$ cat config.mk
export PLATFORM = sky130hd
export DESIGN_NAME = message_tx_sequencer_flat
export DESIGN_NICKNAME = d
export VERILOG_FILES = /design/src/rtl/message_tx_sequencer_if.sv /design/src/rtl/message_tx_sequencer.sv /design/src/flat_wrapper.sv
export SDC_FILE = /design/constraint.sdc
export NUM_CORES = 1
export LEC_CHECK = 0
export CORE_MARGIN = 2
export CORE_UTILIZATION = 45
export DETAILED_ROUTE_END_ITERATION = 7
export GPL_ROUTABILITY_DRIVEN = 0
export PLACE_DENSITY = 0.74
export SYNTH_ARGS = -nofsm -noshare
export SYNTH_HDL_FRONTEND = slang
export SYNTH_SLANG_ARGS = --single-unit
export TNS_END_PERCENT = 20
$ cat constraint.sdc
create_clock -name i_clk -period 4.5 [get_ports i_clk]
set_input_delay 0.9 -clock i_clk [delete_from_list [all_inputs] [get_ports i_clk]]
set_output_delay 0.9 -clock i_clk [all_outputs]
set_load 0.005 [all_outputs]
$ cat src/rtl/message_tx_sequencer_if.sv
// Byte-wide transmit channel between message_tx_sequencer and a serial
// transmitter such as a UART TX.
//
// Handshake: a byte moves on every rising clock edge where o_tx_valid and
// i_tx_ready are both high. Once o_tx_valid is raised, it and o_tx_data
// stay unchanged until that transfer happens. i_tx_ready may change freely
// and has no combinational effect on o_tx_valid.
interface message_tx_sequencer_if;
    logic [7:0] o_tx_data;
    logic       o_tx_valid;
    logic       i_tx_ready;

    modport master (
        output o_tx_data,
        output o_tx_valid,
        input  i_tx_ready
    );

    modport slave (
        input  o_tx_data,
        input  o_tx_valid,
        output i_tx_ready
    );
endinterface

$ cat src/rtl/message_tx_sequencer.sv
// message_tx_sequencer: walks a fixed-length, reset-less message source
// byte by byte into a valid/ready transmitter. An idle gap of GAP_CYCLES
// clocks is inserted between messages. The module tracks the source index
// in its own pos counter, so it can re-align the source after a reset.
//
// Optional feature macro: MSG_TX_CRLF_EN appends 8'h0D 8'h0A after each
// message.
//
// All outputs are registered. Next-state and next-output values are
// computed together and captured on the same clock edge.
module message_tx_sequencer #(
    parameter int MSG_LEN    = 14,
    parameter int GAP_CYCLES = 1200
) (
    input  logic                          i_clk,
    input  logic                          i_rst,
    input  logic                          i_enable,
    input  logic [7:0]                    i_data,
    output logic                          o_get_next,
    output logic                          o_active,
    output logic                          o_msg_done,
    output logic [2:0]                    o_dbg_state,
    message_tx_sequencer_if.master        tx
);

    localparam int PW = (MSG_LEN > 1) ? $clog2(MSG_LEN) : 1;
    localparam int GW = (GAP_CYCLES > 1) ? $clog2(GAP_CYCLES) : 1;
    localparam logic [PW-1:0] POS_LAST = PW'(MSG_LEN - 1);
    localparam logic [GW-1:0] GAP_LAST = GW'(GAP_CYCLES - 1);

    typedef enum logic [2:0] {
        S_IDLE    = 3'd0,
        S_SEND    = 3'd1,
        S_ADVANCE = 3'd2,
        S_SETTLE  = 3'd3,
`ifdef MSG_TX_CRLF_EN
        S_CR      = 3'd4,
        S_LF      = 3'd5,
`endif
        S_GAP     = 3'd6,
        S_RESYNC  = 3'd7
    } state_t;

    state_t        state;
    state_t        state_n;
    logic [GW-1:0] gap_cnt;
    logic [GW-1:0] gap_cnt_n;
    logic [7:0]    tx_data_n;
    logic          tx_valid_n;
    logic          get_next_n;
    logic          msg_done_n;

    // The source has no reset, so pos is deliberately not reset either.
    // It starts at 0 at power-up, matching the source.
    logic [PW-1:0] pos = '0;

    assign o_dbg_state = state;

    // Advance the source index on every pulse, including one in flight during reset.
    always_ff @(posedge i_clk) begin
        if (o_get_next) begin
            pos <= (pos == POS_LAST) ? '0 : pos + PW'(1);
        end
    end

    // Next-state and registered-output decode.
    always_comb begin
        state_n    = state;
        gap_cnt_n  = gap_cnt;
        tx_data_n  = tx.o_tx_data;
        get_next_n = 1'b0;
        msg_done_n = 1'b0;
        case (state)
            S_IDLE: begin
                if (pos != '0) begin
                    state_n    = S_RESYNC;
                    get_next_n = 1'b1;
                end else if (i_enable) begin
                    tx_data_n = i_data;
                    state_n   = S_SEND;
                end
            end
            S_SEND: begin
                if (tx.i_tx_ready) begin
                    state_n    = S_ADVANCE;
                    get_next_n = 1'b1;
`ifndef MSG_TX_CRLF_EN
                    if (pos == POS_LAST) begin
                        msg_done_n = 1'b1;
                    end
`endif
                end
            end
            S_ADVANCE: begin
                // pos still holds the index of the byte just sent; it
                // updates on this same edge.
                if (pos == POS_LAST) begin
`ifdef MSG_TX_CRLF_EN
                    state_n   = S_CR;
                    tx_data_n = 8'h0D;
`else
                    state_n   = S_GAP;
                    gap_cnt_n = '0;
`endif
                end else begin
                    state_n = S_SETTLE;
                end
            end
            S_SETTLE: begin
                // The source moved on the get_next edge; i_data now shows the next byte.
                tx_data_n = i_data;
                state_n   = S_SEND;
            end
`ifdef MSG_TX_CRLF_EN
            S_CR: begin
                if (tx.i_tx_ready) begin
                    state_n   = S_LF;
                    tx_data_n = 8'h0A;
                end
            end
            S_LF: begin
                if (tx.i_tx_ready) begin
                    state_n    = S_GAP;
                    gap_cnt_n  = '0;
                    msg_done_n = 1'b1;
                end
            end
`endif
            S_GAP: begin
                if (gap_cnt == GAP_LAST) begin
                    gap_cnt_n = '0;
                    if (i_enable) begin
                        tx_data_n = i_data;
                        state_n   = S_SEND;
                    end else begin
                        state_n = S_IDLE;
                    end
                end else begin
                    gap_cnt_n = gap_cnt + GW'(1);
                end
            end
            S_RESYNC: begin
                // One high cycle, then one low cycle, per source step. The
                // low cycle lets pos settle before it is tested.
                if (!o_get_next) begin
                    if (pos == '0) begin
                        state_n = S_IDLE;
                    end else begin
                        get_next_n = 1'b1;
                    end
                end
            end
            default: begin
                state_n = S_IDLE;
            end
        endcase
`ifdef MSG_TX_CRLF_EN
        tx_valid_n = (state_n == S_SEND) || (state_n == S_CR) || (state_n == S_LF);
`else
        tx_valid_n = (state_n == S_SEND);
`endif
    end

    // State and output registers. Reset drops any byte that is offered but not yet accepted.
    always_ff @(posedge i_clk) begin
        if (i_rst) begin
            state          <= S_IDLE;
            gap_cnt        <= '0;
            tx.o_tx_data   <= 8'h00;
            tx.o_tx_valid  <= 1'b0;
            o_get_next     <= 1'b0;
            o_msg_done     <= 1'b0;
            o_active       <= 1'b0;
        end else begin
            state          <= state_n;
            gap_cnt        <= gap_cnt_n;
            tx.o_tx_data   <= tx_data_n;
            tx.o_tx_valid  <= tx_valid_n;
            o_get_next     <= get_next_n;
            o_msg_done     <= msg_done_n;
            o_active       <= (state_n != S_IDLE);
        end
    end

endmodule

$ cat src/flat_wrapper.sv
// flat-port wrapper written by rule: the top's interface ports become plain ports
module message_tx_sequencer_flat 
#(
    parameter int MSG_LEN    = 14,
    parameter int GAP_CYCLES = 1200
)
  (i_clk, i_rst, i_enable, i_data, o_get_next, o_active, o_msg_done, o_dbg_state, tx_o_tx_data, tx_o_tx_valid, tx_i_tx_ready);
  message_tx_sequencer_if tx_i ();
  input  logic i_clk;
  input  logic i_rst;
  input  logic i_enable;
  input  logic [7:0] i_data;
  output logic o_get_next;
  output logic o_active;
  output logic o_msg_done;
  output logic [2:0] o_dbg_state;
  output wire logic [$bits(tx_i.o_tx_data)-1:0] tx_o_tx_data;
  output wire logic [$bits(tx_i.o_tx_valid)-1:0] tx_o_tx_valid;
  input wire logic [$bits(tx_i.i_tx_ready)-1:0] tx_i_tx_ready;
  assign tx_o_tx_data = tx_i.o_tx_data;
  assign tx_o_tx_valid = tx_i.o_tx_valid;
  assign tx_i.i_tx_ready = tx_i_tx_ready;
  message_tx_sequencer #(.MSG_LEN(MSG_LEN), .GAP_CYCLES(GAP_CYCLES)) u_core (.i_clk(i_clk), .i_rst(i_rst), .i_enable(i_enable), .i_data(i_data), .o_get_next(o_get_next), .o_active(o_active), .o_msg_done(o_msg_done), .o_dbg_state(o_dbg_state), .tx(tx_i));
endmodule
==> flow_summary.json <==
{
  "max_freq_ghz": 0.3803,
  "vdd_drop_max_mv": 0.1679,
  "rsz0062_at_grt": "false",
  "setup_viol": 0,
  "finalClockSkew_ns": 0.006678,
  "grt_max_degree": 20,
  "io_pins": 27,
  "grt_pass1_vias": 1319,
  "worstSetupPathType": "input pin to flip-flop",
  "status": "finished, final reports clean",
  "syn_avg_cell_area_sq_um": 9.028,
  "die_area_sq_um": 3936,
  "synth_edf_count": 4,
  "cp_cell_sequence": "clkdlybuf4s50_1, clkinv_1, o21ai_0, o31ai_1, a32o_1",
  "finalPower_uw": 953.5,
  "grt_pass1_wl_microns": 5733,
  "numCtsBuffers": 5,
  "tns_ns": 0,
  "cts_tree": "built",
  "routed_wl_microns": 3257,
  "ys_ff_latch": 30,
  "initial_core_util_pct": 46.53,
  "num_vias": 1359,
  "finalCritPeriodShare_pct": 58.43,
  "syn-num-nets": 188,
  "fill_cells": 311,
  "wl_per_cell_microns": 13.35,
  "synthCells": 172,
  "antenna_left": 0,
  "arrival_ns": 2.86,
  "syn_area_sq_um": 1553,
  "numPortBuffers": 26,
  "critPathLaunchType": "input pin",
  "nets": 214,
  "hold_buffers": 0,
  "drtIter0Drc": 27,
  "ys_async_sr_fraction_pct": 0,
  "track_usage_pct": 18.33,
  "clkTransAtPathRegs_ns": 0.09,
  "path_buf_inv": 2,
  "drt-vias-per-instance": 5.570,
  "finalInstanceArea_sq_um": 1908,
  "synth_flop_cell": "dfxtp_1",
  "fin_util_pct": 57.18,
  "ys_seq_area_share_pct": 41.26,
  "die_y_microns": 62.74,
  "fin_crit_ns": 2.629,
  "p_leak_uw": 0.0006777,
  "drive_above_1_share_pct": 9.091,
  "cp_top_family": "buffers and inverters",
  "crit_path_end_kind": "flip-flop",
  "antenna_cells": 0,
  "cap_violations": 0,
  "clock_latency_ns": 0.33,
  "route.detailed.drc": 0,
  "cts_max_level": 2,
  "core_sq_um": 3337,
  "dp_hpwl_microns": 2431,
  "power_density_nw_per_um2": 499.7,
  "cts_setup_buffers": 0,
  "hp-class": "flip-flop to flip-flop",
  "worst_pin_slew_ns": 0.5117,
  "die_w_microns": 62.74,
  "rows": 21,
  "slew_violations": 0,
  "max_slew_margin_pct": 65.53,
  "clk_path_buf_depth": 2,
  "finalHoldViolations": 0,
  "antenna_found_initial": 0,
  "placed_area_sq_um": 1827,
  "firstDrtPassIters": 4,
  "yosysUniqueCellTypes": 49,
  "slowest_delay_ns": 0.70,
  "cts_sinks": 30,
  "cts_resized": 0,
  "gr-total-overflow": 0,
  "clk_root_buffer_cell": "clkbuf_4",
  "yosys_warnings": 0,
  "mostFrequentLayoutCells": "clkdlybuf4s50_1 (26), dfxtp_1 (26), nand2_1 (23)",
  "slowest_stage": "clkdlybuf4s50_1",
  "cp_data_required_time_ns": 4.73,
  "area_growth_pct": 22.88,
  "dp.cells": 237,
  "fin_cells": 244,
  "crit_fanout": 19
}
-- worst paths after layout --
kind,startpoint,end,slack (ns),depth (start not counted)
hold reg to reg,u_core.tx.o_tx_data[1],u_core.tx.o_tx_data[1],0.47,2
hold / removal,u_core.tx.o_tx_data[1],u_core.tx.o_tx_data[1],0.47,2
setup / recovery,i_rst,u_core.gap_cnt[2],1.87,5
setup reg to reg,u_core.pos[1],u_core.gap_cnt[2],2.60,6
-- final cells by class --
type / count / area, sq um / area share (%)
Tap cell: 46 / 57.56 / 3.016
Timing Repair Buffer: 26 / 260.3 / 13.64
Sequential cell: 30 / 640.6 / 33.57
Clock buffer: 6 / 51.30 / 2.689
Clock inverter: 1 / 30.03 / 1.574
Inverter: 6 / 22.52 / 1.180
Multi-Input combinational cell: 129 / 845.8 / 44.33
-- synth_stat cells, types with 2 or more instances --
cell type	number	area share, %
ha_1	4	3.2
o2bb2ai_1	3	1.7
o21ai_0	12	3.9
nand3b_1	2	0.97
or2_2	4	1.6
edfxtp_1	4	7.7
nor3_1	7	2.3
nor4_1	5	2.0
xnor2_1	3	1.7
nand4b_1	2	1.1
and2_1	2	0.81
nand2_1	23	5.6
nand3_1	6	1.9
a21oi_1	4	1.3
clkbuf_1	2	0.48
nor2_1	13	3.1
mux2i_1	8	5.2
dfxtp_1	26	34
buf_4	2	0.97
a211oi_1	2	0.97
buf_2	2	0.64
a21o_1	4	1.9
a31oi_1	2	0.81
inv_1	5	1.2
-- where the power goes --
group	leakage [uW]	internal [uW]	switching, uW	total (uW)
sequential	0.000249	336	75.0	411
clock	0.0000443	129	91.2	220
combinational	0.000384	174	148	322
total	0.000678	640	314	953
-- metal layers --
metal | share of wire [%] | global-route usage (%) | up-vias
met1 | 45 | 21.21 | 641
li1 | - | - | 675
met5 | 0 | 0 | -
met2 | 48 | 30.78 | 35
met3 | 4.2 | 4.685 | 8
met4 | 2.3 | 10.28 | 0
-- through the flow --
stage	hold slack, ns	worst slack [ns]
floorplan	0.4511	2.630
global placement	0.4444	1.651
detailed placement	0.4496	1.507
CTS	0.4650	1.862
global route	0.4901	1.641
finish	0.4651	1.871
-- registers in the layout (all words and copies together) (netlist names) --
signal	flops
u_core.gap_cnt	11
u_core.o_active	1
u_core.o_dbg_state	3
u_core.o_get_next	1
u_core.o_msg_done	1
u_core.pos	4
u_core.tx.o_tx_data	8
u_core.tx.o_tx_valid	1
-- kinds of logic (layout without fill, tap and decap cells) --
kind of cell,Yosys count,count (layout),share of synthesized area (%)
mux,8,8,5.157
flops,30,30,41.26
xor+xnor,4,4,2.257
fa+ha+maj,4,4,3.223
buf+inv,13,39,4.271
compound gates,39,39,17.89
simple gates,74,74,25.95
-- tightest hold or removal path, delay by kind of cell, from the launching register on --
kind | cells | cell delay (ns)
flip-flops | 1 | 0.32
multiplexers | 1 | 0.05
AND/OR/NAND/NOR | 1 | 0.05
No activity file was read; power rests on OpenSTA's default activity.
